File: src/rtl/gsm_fir_pkg.sv
// Shared constants, state encoding and wrap-around address helpers for the
// folded symmetric FIR MAC sequencer.
package gsm_fir_pkg;

  localparam int LENGTH  = 101;
  localparam int NTAPS   = (LENGTH + 1) / 2;
  localparam int AW      = 7;
  localparam int CW      = 6;
  localparam int MAC_LAT = 3;

  // Index of the unpaired centre tap, issued last.
  localparam logic [CW-1:0] CENTRE_K  = CW'(NTAPS - 1);
  localparam logic [AW-1:0] LAST_ADDR = AW'(LENGTH - 1);

  typedef enum logic [1:0] {
    ST_IDLE = 2'd0,
    ST_LOAD = 2'd1,
    ST_RUN  = 2'd2
  } state_t;

  // Circular increment over 0..LENGTH-1 without a modulo operator.
  function automatic logic [AW-1:0] addr_inc(input logic [AW-1:0] a);
    return (a == LAST_ADDR) ? '0 : a + AW'(1);
  endfunction

  // Circular decrement over 0..LENGTH-1 without a modulo operator.
  function automatic logic [AW-1:0] addr_dec(input logic [AW-1:0] a);
    return (a == '0) ? LAST_ADDR : a - AW'(1);
  endfunction

endpackage

File: src/rtl/gsm_ctrl_delay.sv
// Fixed-depth shift register that aligns issue-side control bits with the
// accumulator input of the MAC datapath.
module gsm_ctrl_delay #(
  parameter int DEPTH = 3,
  parameter int W     = 3
) (
  input  logic         sys_clk,
  input  logic         reset,
  input  logic [W-1:0] din,
  output logic [W-1:0] dout
);

  logic [W-1:0] pipe_q [DEPTH];

  // Shift control bits one stage per clock; reset flushes anything in flight.
  always_ff @(posedge sys_clk) begin
    if (reset) begin
      for (int i = 0; i < DEPTH; i++) pipe_q[i] <= '0;
    end else begin
      pipe_q[0] <= din;
      for (int i = 1; i < DEPTH; i++) pipe_q[i] <= pipe_q[i-1];
    end
  end

  assign dout = pipe_q[DEPTH-1];

endmodule

File: src/rtl/gsm_fir_mac_sequencer.sv
// Sequencer for a single folded pre-add/multiply/accumulate slice: writes each
// accepted sample into the circular sample RAM, then issues one symmetric tap
// pair per clock and flags the completed sum.
module gsm_fir_mac_sequencer
  import gsm_fir_pkg::*;
(
  input  logic          sys_clk,
  input  logic          reset,
  input  logic          sam_clk_en,
  output logic          wr_en,
  output logic [AW-1:0] wr_addr,
  output logic [AW-1:0] rd_addr_a,
  output logic [AW-1:0] rd_addr_b,
  output logic [CW-1:0] coef_addr,
  output logic          pair_en,
  output logic          acc_clr,
  output logic          acc_en,
  output logic          y_strobe,
  output logic          busy,
  output logic          overrun
);

  state_t        state, state_nxt;
  logic          wr_en_nxt;
  logic [AW-1:0] wr_addr_nxt, rd_a_nxt, rd_b_nxt;
  logic [CW-1:0] coef_nxt;
  logic          pair_nxt, vld_nxt, clr_nxt, last_nxt, busy_nxt, ovr_nxt;

  // wr_addr doubles as the write pointer: it always holds the newest sample slot.
  logic          issue_vld_p0, issue_clr_p0, issue_last_p0;
  logic [2:0]    ctrl_dly;

  // Next-state and next-output decode; every output is registered below.
  always_comb begin
    state_nxt   = state;
    wr_en_nxt   = 1'b0;
    wr_addr_nxt = wr_addr;
    rd_a_nxt    = '0;
    rd_b_nxt    = '0;
    coef_nxt    = '0;
    pair_nxt    = 1'b0;
    vld_nxt     = 1'b0;
    clr_nxt     = 1'b0;
    last_nxt    = 1'b0;
    ovr_nxt     = overrun | (sam_clk_en & (state != ST_IDLE));
    case (state)
      ST_IDLE: begin
        if (sam_clk_en) begin
          state_nxt   = ST_LOAD;
          wr_en_nxt   = 1'b1;
          wr_addr_nxt = addr_inc(wr_addr);
        end
      end
      ST_LOAD: begin
        // First tap: newest sample against the oldest one still in the window.
        state_nxt = ST_RUN;
        coef_nxt  = '0;
        last_nxt  = (coef_nxt == CENTRE_K);
        pair_nxt  = ~last_nxt;
        rd_a_nxt  = wr_addr;
        rd_b_nxt  = last_nxt ? '0 : addr_inc(wr_addr);
        vld_nxt   = 1'b1;
        clr_nxt   = 1'b1;
      end
      ST_RUN: begin
        if (issue_last_p0) begin
          state_nxt = ST_IDLE;
        end else begin
          // a walks back in time, b walks forward, meeting at the centre tap.
          coef_nxt = coef_addr + CW'(1);
          last_nxt = (coef_nxt == CENTRE_K);
          pair_nxt = ~last_nxt;
          rd_a_nxt = addr_dec(rd_addr_a);
          rd_b_nxt = last_nxt ? '0 : addr_inc(rd_addr_b);
          vld_nxt  = 1'b1;
        end
      end
      default: state_nxt = ST_IDLE;
    endcase
    busy_nxt = (state_nxt != ST_IDLE);
  end

  // State and issue-side output registers.
  always_ff @(posedge sys_clk) begin
    if (reset) begin
      state         <= ST_IDLE;
      wr_en         <= 1'b0;
      wr_addr       <= '0;
      rd_addr_a     <= '0;
      rd_addr_b     <= '0;
      coef_addr     <= '0;
      pair_en       <= 1'b0;
      issue_vld_p0  <= 1'b0;
      issue_clr_p0  <= 1'b0;
      issue_last_p0 <= 1'b0;
      busy          <= 1'b0;
      overrun       <= 1'b0;
    end else begin
      state         <= state_nxt;
      wr_en         <= wr_en_nxt;
      wr_addr       <= wr_addr_nxt;
      rd_addr_a     <= rd_a_nxt;
      rd_addr_b     <= rd_b_nxt;
      coef_addr     <= coef_nxt;
      pair_en       <= pair_nxt;
      issue_vld_p0  <= vld_nxt;
      issue_clr_p0  <= clr_nxt;
      issue_last_p0 <= last_nxt;
      busy          <= busy_nxt;
      overrun       <= ovr_nxt;
    end
  end

  // Issue -> accumulator input: RAM read, pre-add and multiply latency.
  gsm_ctrl_delay #(
    .DEPTH (MAC_LAT),
    .W     (3)
  ) u_ctrl_delay (
    .sys_clk (sys_clk),
    .reset   (reset),
    .din     ({issue_vld_p0, issue_clr_p0, issue_last_p0}),
    .dout    (ctrl_dly)
  );

  assign acc_en  = ctrl_dly[2];
  assign acc_clr = ctrl_dly[1];

  // Accumulator input -> accumulator output: the sum is complete one cycle later.
  always_ff @(posedge sys_clk) begin
    if (reset) y_strobe <= 1'b0;
    else       y_strobe <= ctrl_dly[0];
  end

endmodule
File: config.mk
export PLATFORM = sky130hd
export DESIGN_NAME = gsm_fir_mac_sequencer
export DESIGN_NICKNAME = d
export VERILOG_FILES = /design/src/rtl/gsm_fir_pkg.sv /design/src/rtl/gsm_ctrl_delay.sv /design/src/rtl/gsm_fir_mac_sequencer.sv
export SDC_FILE = /design/constraint.sdc
export NUM_CORES = 1
export LEC_CHECK = 0
export BUFFER_PORTS_ARGS = -buffer_cell sky130_fd_sc_hd__buf_2
export CORE_MARGIN = 2
export CORE_UTILIZATION = 33
export CTS_CLUSTER_SIZE = 12
export DETAILED_ROUTE_END_ITERATION = 6
export SLEW_MARGIN = 40
export SYNTH_ARGS = -nofsm -noshare
export SYNTH_HDL_FRONTEND = slang
export SYNTH_SLANG_ARGS = --single-unit
File: constraint.sdc
create_clock -name sys_clk -period 2.45 [get_ports sys_clk]
set_input_delay 0.245 -clock sys_clk [delete_from_list [all_inputs] [get_ports sys_clk]]
set_output_delay 0.245 -clock sys_clk [all_outputs]
set_load 0.1 [all_outputs]
==> results.yml, run 1 <==
critical_path:
  crit_buf_inv: 1
  slowest_stage: "dfxtp_1"
  cp_data_required_time_ns: 2.67
  end_kind: "register"
  crit_arrival_ns: 1.95
  crit_family: "simple AND/OR/NAND/NOR gates"
  crit_chain: "inv_1 > ha_1 > nand2b_1 > nand2b_1 > nor2_2 > nand2_4 > o22ai_1"
  cp.depth: 7
  critical_path_class: "reg2reg"
  critical_path.max_stage_delay_ns: 0.38
  cp-start-kind: "register"
  cpMostUsedCell: "nand2b_1"
  critPathMaxFanout: 9
  reg2reg_depth: 7
timing:
  period_share: 0.706
  fin_hold_ws_ns: 0.244
  slew_headroom: 0.676
  finClkSkew_ns: 0.00391
  setup-tns-final_ns: 0
  worstMarginPinSlew_ns: 0.484
  fmax_mhz: 578
  setup_violations: 0
  rsz0062_at_grt: "no"
  drv_slew: 0
  hold_viol_final: 0
  min_period_ns: 1.73
cells_and_area:
  diodes: 0
  fin_util: 0.399
  fin_cells: 331
  area_growth_pct: 18.0
  nets: 269
  drive_above_1_share: 0.199
  n_fill_cell: 590
power_and_ir_drop:
  intPower_mw: 1.13
  power-per-cell-area_mw_per_mm2: 675
  p_comb_frac: 0.157
  power_switching_uw: 447
  p_seq_frac: 0.501
  power_switching_share: 0.284
  total_power_mw: 1.58
  ir_drop_uv: 285
  clockPowerShare: 0.342
  leakagePower_nw: 0.977
cts:
  insertion_delay_ns: 0.29
  h-tree-depth: 2
  post_cts_buffers: 0
  postCtsResizedCells: 0
  cts.sinks: 46
  numCtsBuffers: 5
  cts_hold_buf: 0
  clk_pin_slew_ns: 0.08
  ctsRootBufferMaster: "clkbuf_8"
  clockBufferDepth: 2
  cts_tree: "yes"
grt:
  grt_pass1_vias: 1411
  grt_max_degree: 25
  grt_use_total: 0.126
  grt_overflow: 0
  grt_first_pass_wirelength_mm: 6.45
  grt_antenna_before_repair: 0
outcome:
  status: "finished clean"
worst_hold_path:
  worstHoldPathType: "in2reg"
  whs_path_depth: 3
synthesis:
  synth_top_cell_by_area: "dfxtp_1"
  synth.avg_cell_area_um2: 9.09
  synth_edf_count: 0
  ys.flop_type: "dfxtp_1"
  yosys-top-cells-count: "46 x dfxtp_1, 29 x nor2_1, 14 x a21oi_1, 14 x nand2_1, 12 x nor2b_1"
  ys_seq_elements: 46
  ys_types: 38
  synth_warnings: 0
  synthTopCellsByArea: "dfxtp_1 46%, ha_1 6.9%, nor2_1 5.5%"
  yosysMostFrequentCell: "dfxtp_1"
  postSynthCellCount: 218
  synth_seq_area_share: 0.465
  async_flop_share: 0
  netlist_area_mm2: 0.00198
  syn_nets: 232
  synth.top_cell.area_share: 0.465
routing:
  drc: 0
  drt-vias-per-instance: 4.62
  drt_iter0_drc: 65
  num_vias: 1529
  drtPass1Iterations: 4
  drtAntennaViolNets: 0
  finalWirelength_mm: 3.80
  wl_per_cell_um: 11.5
floorplan:
  die_w_um: 81.5
  die_h_um: 81.5
  core-area_mm2: 0.00585
  rows: 28
  die_area_mm2: 0.00664
  start_util: 0.339
  boundaryPins: 37
placement:
  port_buffers: 36
  placed_cells: 323
  hpwl_mm: 2.82
  gp_congestion: 0.771
run:
  cap_violations: 0
[worst min-delay path: cells and delay by family]
family / cells / cell delay [ns]
AO/OA/AOI/OAI: 1 / 0.06
AND/OR/NAND/NOR: 1 / 0.07
buffers and inverters: 1 / 0.11
[power groups by stage]
stage | Clock (mW) | Combinational (mW) | Sequential [mW]
detailed placement | 0 | 0.249 | 0.809
finish | 0.540 | 0.248 | 0.790
floorplan | 0 | 0.0962 | 0.919
global route | 0.592 | 0.270 | 0.796
CTS | 0.560 | 0.250 | 0.791
global placement | 0 | 0.248 | 0.808
[final timing paths]
kind,start,end,slack [ns]
worst max-delay path,state[0]$_SDFF_PP0_,rd_addr_b[3]$_SDFF_PP0_,0.72
worst min-delay path,sam_clk_en,overrun$_SDFF_PP0_,0.24
worst max register to register,state[0]$_SDFF_PP0_,rd_addr_b[3]$_SDFF_PP0_,0.72
worst min register to register,u_ctrl_delay.pipe_q[0][3]$_SDFF_PP0_,u_ctrl_delay.pipe_q[0][6]$_SDFF_PP0_,0.44
[layout make-up]
type	instances	area, um2	area share
tap	75	93.8	0.0401
timing repair buffer	37	188	0.0803
clock inverter	1	30.0	0.0128
multi-input combinational	154	987	0.422
inverter	11	41.3	0.0177
sequential	46	921	0.394
clock buffer	7	76.3	0.0327
[cell usage in the layout (no fill, tap or decap), types with 2 or more instances in the layout]
| cell type | instances |
|---|---|
| inv_1 | 11 |
| or2_1 | 2 |
| nand3_1 | 10 |
| buf_2 | 36 |
| nand2b_1 | 3 |
| nor3_1 | 5 |
| dfxtp_1 | 46 |
| nor2b_1 | 12 |
| a31oi_1 | 2 |
| o21ai_0 | 3 |
| ha_1 | 11 |
| clkbuf_1 | 2 |
| a21oi_1 | 14 |
| nor2_1 | 29 |
| xnor2_1 | 10 |
| nand2_1 | 14 |
| clkbuf_8 | 5 |
| a22oi_1 | 2 |
| xor2_1 | 8 |
| or3_1 | 2 |
| o22ai_1 | 5 |
| o21ai_1 | 4 |
| and3_1 | 2 |
[sequential cells by signal, summed over array words and instances, names as in the netlist]
register             flops
busy                     1
coef_addr                6
issue_clr_p0             1
issue_last_p0            1
issue_vld_p0             1
overrun                  1
pair_en                  1
rd_addr_a                7
rd_addr_b                7
state                    2
u_ctrl_delay.pipe_q      9
wr_addr                  7
wr_en                    1
y_strobe                 1
[cells by family (layout without fill, tap and decap cells)]
| family | Yosys count | count (layout) | synth area share |
|---|---|---|---|
| compound gates | 35 | 35 | 0.113 |
| buf+inv | 18 | 56 | 0.0366 |
| simple gates | 90 | 90 | 0.236 |
| flops | 46 | 46 | 0.465 |
| fa+ha+maj | 11 | 11 | 0.0695 |
| xor+xnor | 18 | 18 | 0.0796 |
[layer usage]
metal  routed length, um  track usage  vias to the layer above
met3                 168       0.0308                        6
met5                   0            0                        -
met2                1760        0.200                       29
met4                  59       0.0525                        0
met1                1810        0.163                      687
li1                    -            -                      807
[metrics by stage]
stage	worst slack [ns]	area, um2
2_1_floorplan	0.0556	1980
5_1_grt	0.526	2340
4_1_cts	0.709	2340
3_3_place_gp	0.775	2230
3_5_place_dp	0.735	2230
6_report	0.720	2340
(Power assumes the default switching activity.)
==> run 2: changes to the inputs <==
==> constraint.sdc (replaced) <==
create_clock -name sys_clk -period 1.8 [get_ports sys_clk]
set_input_delay 0.18 -clock sys_clk [delete_from_list [all_inputs] [get_ports sys_clk]]
set_output_delay 0.18 -clock sys_clk [all_outputs]
set_load 0.1 [all_outputs]
==> results.yml, run 2 (synthesis results as in run 1) <==
outcome:
  status: "finished clean"
power_and_ir_drop:
  leakagePower_nw: 1.01
  total_power_mw: 2.12
  power-per-cell-area_mw_per_mm2: 880
  ir_drop_uv: 381
timing:
  finClkSkew_ns: 0.00719
  fmax_mhz: 599
  hold_viol_final: 0
  slew_headroom: 0.675
  period_share: 0.927
  setup-tns-final_ns: 0
  drv_slew: 0
  setup_violations: 0
  min_period_ns: 1.67
  worstMarginPinSlew_ns: 0.491
  rsz0062_at_grt: "no"
cts:
  clockBufferDepth: 2
  cts.sinks: 46
  insertion_delay_ns: 0.29
  post_cts_buffers: 0
  h-tree-depth: 2
  cts_tree: "yes"
  ctsRootBufferMaster: "clkbuf_8"
  postCtsResizedCells: 0
  cts_hold_buf: 0
  numCtsBuffers: 5
  clk_pin_slew_ns: 0.09
critical_path:
  critPathMaxFanout: 4
  timing.rr.start: "rd_addr_a[0]$_SDFF_PP0_"
  cp-start-kind: "register"
  crit_arrival_ns: 1.86
  critical_path_class: "reg2reg"
  ff2ff_setup_slack_ns: 0.13
  r2r-end: "rd_addr_a[3]$_SDFF_PP0_"
  reg2reg_depth: 7
  cp_data_required_time_ns: 1.99
  end_kind: "register"
cells_and_area:
  diodes: 0
  top_register: "u_ctrl_delay.pipe_q"
  final_cell_mix: "36 x buf_2, 29 x nor2_1, 26 x dfxtp_1"
  seq_area_um2: 956
  area_growth_pct: 21.7
  largest_reg_flops: 9
  nets: 274
  multi_input_area_um2: 990
  drive_above_1_share: 0.299
  final_common_cell: "buf_2"
  n_fill_cell: 597
grt:
  grt_first_pass_wirelength_mm: 6.78
  grt_use_total: 0.129
  grt_max_degree: 25
  grt_overflow: 0
  grt_pass1_vias: 1509
  grt_antenna_before_repair: 0
floorplan:
  rows: 28
  boundaryPins: 37
  die_area_mm2: 0.00664
  die_w_um: 81.5
  start_util: 0.339
  die_h_um: 81.5
  core-area_mm2: 0.00585
routing:
  drtPass1Iterations: 7
  drc: 0
  wl_per_cell_um: 11.7
  drt_iter0_drc: 77
  drtAntennaViolNets: 0
  num_vias: 1542
  finalWirelength_mm: 3.95
  drt-vias-per-instance: 4.59
placement:
  hpwl_mm: 2.91
  port_buffers: 36
  gp_congestion: 0.787
worst_hold_path:
  hp-start: "sam_clk_en"
  worstHoldPathType: "in2reg"
  whs_path_depth: 3
  min_to: "overrun$_SDFF_PP0_"
run:
  cap_violations: 0
==> run 2: layout make-up <==
class                   instances  share of cell area
clock inverters                 1             0.00311
repair buffers                 42              0.0934
well taps                      75              0.0389
flip-flops and latches         46               0.396
multi-input cells             154               0.410
clock buffers                   7              0.0405
inverters                      11              0.0171
==> run 2: critical path, stage by stage (launching register included) <==
cell and delay (ns):
dfxtp_4 0.36, inv_1 0.05, ha_1 0.16, or3b_4 0.42
o41ai_4 0.31, nor2_1 0.09, a21oi_1 0.13, nor2_1 0.05
==> run 2: report_power, final <==
group | leakage, nW | internal (mW) | switching (mW) | total [mW]
sequential | 0.384 | 1.05 | 0.0244 | 1.07
clock | 0.0496 | 0.359 | 0.336 | 0.694
combinational | 0.574 | 0.0870 | 0.269 | 0.356
total | 1.01 | 1.49 | 0.629 | 2.12
==> run 2: how the worst max path moves through the flow <==
stage,startpoint,end,slack [ns],cells past startpoint
detailed placement,rd_addr_a[0]$_SDFF_PP0_,rd_addr_a[3]$_SDFF_PP0_,0.14,7
CTS,rd_addr_a[0]$_SDFF_PP0_,rd_addr_a[3]$_SDFF_PP0_,0.12,7
floorplan,coef_addr[1]$_SDFF_PP0_,rd_addr_b[0]$_SDFF_PP0_,-0.001,5
global route,rd_addr_a[0]$_SDFF_PP0_,rd_addr_a[3]$_SDFF_PP0_,0.006,7
finish,rd_addr_a[0]$_SDFF_PP0_,rd_addr_a[3]$_SDFF_PP0_,0.13,7
global placement,rd_addr_a[0]$_SDFF_PP0_,rd_addr_a[4]$_SDFF_PP0_,0.18,7
==> run 2: metal layers <==
metal / vias up / wire [um] / GRT usage
li1: 810 / - / -
met1: 700 / 1860 / 0.162
met2: 27 / 1890 / 0.225
met3: 5 / 154 / 0.0275
met4: 0 / 37 / 0.0305
met5: - / 0 / 0
==> run 2: metrics by stage <==
stage / cells / hold slack (ns) / area (um2) / worst slack (ns) / utilization
3_3_place_gp: 328 / 0.416 / 2310 / 0.177 / 0.394
6_report: 336 / 0.168 / 2410 / 0.132 / 0.412
4_1_cts: 336 / 0.160 / 2410 / 0.123 / 0.412
5_1_grt: 336 / 0.172 / 2410 / 0.00559 / 0.412
2_1_floorplan: 218 / 0.264 / 2020 / -0.00144 / -
3_5_place_dp: 328 / 0.421 / 2310 / 0.137 / 0.394
==> run 3: changes to the inputs <==
--- a/config.mk
+++ b/config.mk
@@ -5,11 +5,11 @@
 export SDC_FILE = /design/constraint.sdc
 export NUM_CORES = 1
 export LEC_CHECK = 0
-export BUFFER_PORTS_ARGS = -buffer_cell sky130_fd_sc_hd__buf_2
 export CORE_MARGIN = 2
 export CORE_UTILIZATION = 33
 export CTS_CLUSTER_SIZE = 12
 export DETAILED_ROUTE_END_ITERATION = 6
+export DONT_BUFFER_PORTS = 1
 export SLEW_MARGIN = 40
 export SYNTH_ARGS = -nofsm -noshare
 export SYNTH_HDL_FRONTEND = slang
==> results.yml, run 3 (synthesis results as in run 1) <==
critical_path:
  cp-start-kind: "register"
  end_kind: "register"
  critical_path_class: "reg2reg"
  r2r-end: "rd_addr_a[4]$_SDFF_PP0_"
  ff2ff_setup_slack_ns: 0.13
  crit_arrival_ns: 1.87
  critPathMaxFanout: 4
  reg2reg_depth: 7
  cp_data_required_time_ns: 2.00
  timing.rr.start: "rd_addr_a[0]$_SDFF_PP0_"
  crit_end: "rd_addr_a[4]$_SDFF_PP0_"
  startpoint: "rd_addr_a[0]$_SDFF_PP0_"
placement:
  hpwl_mm: 3.00
  gp_congestion: 0.773
  port_buffers: 0
  place_ws_ns: 0.155
  placed_cells: 326
grt:
  grt_antenna_before_repair: 0
  grt_overflow: 0
  grt_first_pass_wirelength_mm: 6.92
  grt_max_degree: 22
  grt_use_total: 0.136
  grt_pass1_vias: 1542
routing:
  finalWirelength_mm: 4.01
  drc: 0
  num_vias: 1554
  drt_iter0_drc: 69
  drtAntennaViolNets: 0
  wl_per_cell_um: 11.9
  drtPass1Iterations: 4
  drt-vias-per-instance: 4.63
timing:
  fin_hold_ws_ns: 0.0236
  setup-tns-final_ns: 0
  rsz0062_at_grt: "no"
  finClkSkew_ns: 0.00744
  period_share: 0.928
  hold_viol_final: 0
  drv_slew: 0
  min_period_ns: 1.67
  setup_slack_ns: 0.129
  setup_violations: 0
  worstMarginPinSlew_ns: 0.745
  slew_headroom: 0.501
  fmax_mhz: 598
cts:
  insertion_delay_ns: 0.30
  cts.sinks: 46
  clk_pin_slew_ns: 0.09
  numCtsBuffers: 5
  ctsRootBufferMaster: "clkbuf_8"
  h-tree-depth: 2
  cts_tree: "yes"
  clockBufferDepth: 2
floorplan:
  core-area_mm2: 0.00585
  start_util: 0.339
  die_h_um: 81.5
  boundaryPins: 37
  rows: 28
  die_area_mm2: 0.00664
  die_w_um: 81.5
run:
  cap_violations: 0
power_and_ir_drop:
  leakagePower_nw: 1.01
  ir_drop_uv: 417
  clockPowerShare: 0.332
  power-per-cell-area_mw_per_mm2: 856
  power_switching_share: 0.303
  power_switching_uw: 654
  p_seq_frac: 0.497
  intPower_mw: 1.50
  p_comb_frac: 0.171
cells_and_area:
  drive_above_1_share: 0.310
  largest_reg_flops: 9
  final_common_cell: "buf_4"
  diodes: 0
  final_cell_mix: "41 x buf_4, 29 x nor2_1, 26 x dfxtp_1"
  nets: 274
  area_growth_pct: 27.2
  n_fill_cell: 586
  fin_cells: 336
  top_register: "u_ctrl_delay.pipe_q"
outcome:
  status: "finished clean"
worst_hold_path:
  worstHoldPathType: "in2reg"
## run 3: final cells by class
type | count | area (um2) | share of cell area
clock buffer | 6 | 93.8 | 0.0373
multi-input combinational | 154 | 1000 | 0.398
timing repair buffer | 42 | 318 | 0.126
clock inverter | 2 | 13.8 | 0.00546
sequential | 46 | 956 | 0.380
inverter | 11 | 41.3 | 0.0164
tap | 75 | 93.8 | 0.0373
## run 3: stage by stage
step / cell area [um2] / power [mW] / util
after floorplan: 2020 / 1.38 / -
after global placement: 2380 / 1.45 / 0.407
after detailed placement: 2380 / 1.45 / 0.407
after CTS: 2500 / 2.18 / 0.427
after global routing: 2520 / 2.25 / 0.430
final: 2520 / 2.16 / 0.430
## run 3: power groups by stage
stage               clock network [mW]  logic (mW)  registers, mW
floorplan                            0       0.130           1.25
global placement                     0       0.357           1.09
detailed placement                   0       0.357           1.09
CTS                              0.743       0.367           1.07
global route                     0.778       0.396           1.08
finish                           0.717       0.369           1.07
## run 3: worst min-delay path by stage
stage	end	slack, ns	cells after the start	start
4_1_cts	overrun$_SDFF_PP0_	0.01	2	sam_clk_en
2_1_floorplan	state[1]$_SDFF_PP0_	0.26	1	reset
3_3_place_gp	wr_addr[1]$_SDFFE_PP0P_	0.25	1	reset
6_report	overrun$_SDFF_PP0_	0.02	2	sam_clk_en
3_5_place_dp	wr_addr[3]$_SDFFE_PP0P_	0.25	1	reset
5_1_grt	overrun$_SDFF_PP0_	0.04	2	sam_clk_en
## run 3: timing repair
item,in CTS,in global routing
endpoints found under the hold margin,21,0
setup buffers,0,1
endpoints found under the setup margin,0,1
hold buffers,1,0
gates resized for setup,0,4
## run 3: metal layers
layer / vias up / part of all wire / global-route usage
li1: 815 / - / -
met1: 699 / 0.44 / 0.159
met2: 30 / 0.48 / 0.227
met3: 10 / 0.055 / 0.0396
met4: 0 / 0.023 / 0.0644
met5: - / 0 / 0
## run 3: worst max-delay path: stages, from the launching register on
cell and delay [ns]:
dfxtp_4 0.35, inv_2 0.06, ha_4 0.12, or3b_4 0.41, o41ai_4 0.38, nor2_1 0.07
a21oi_1 0.14, nor2_1 0.07
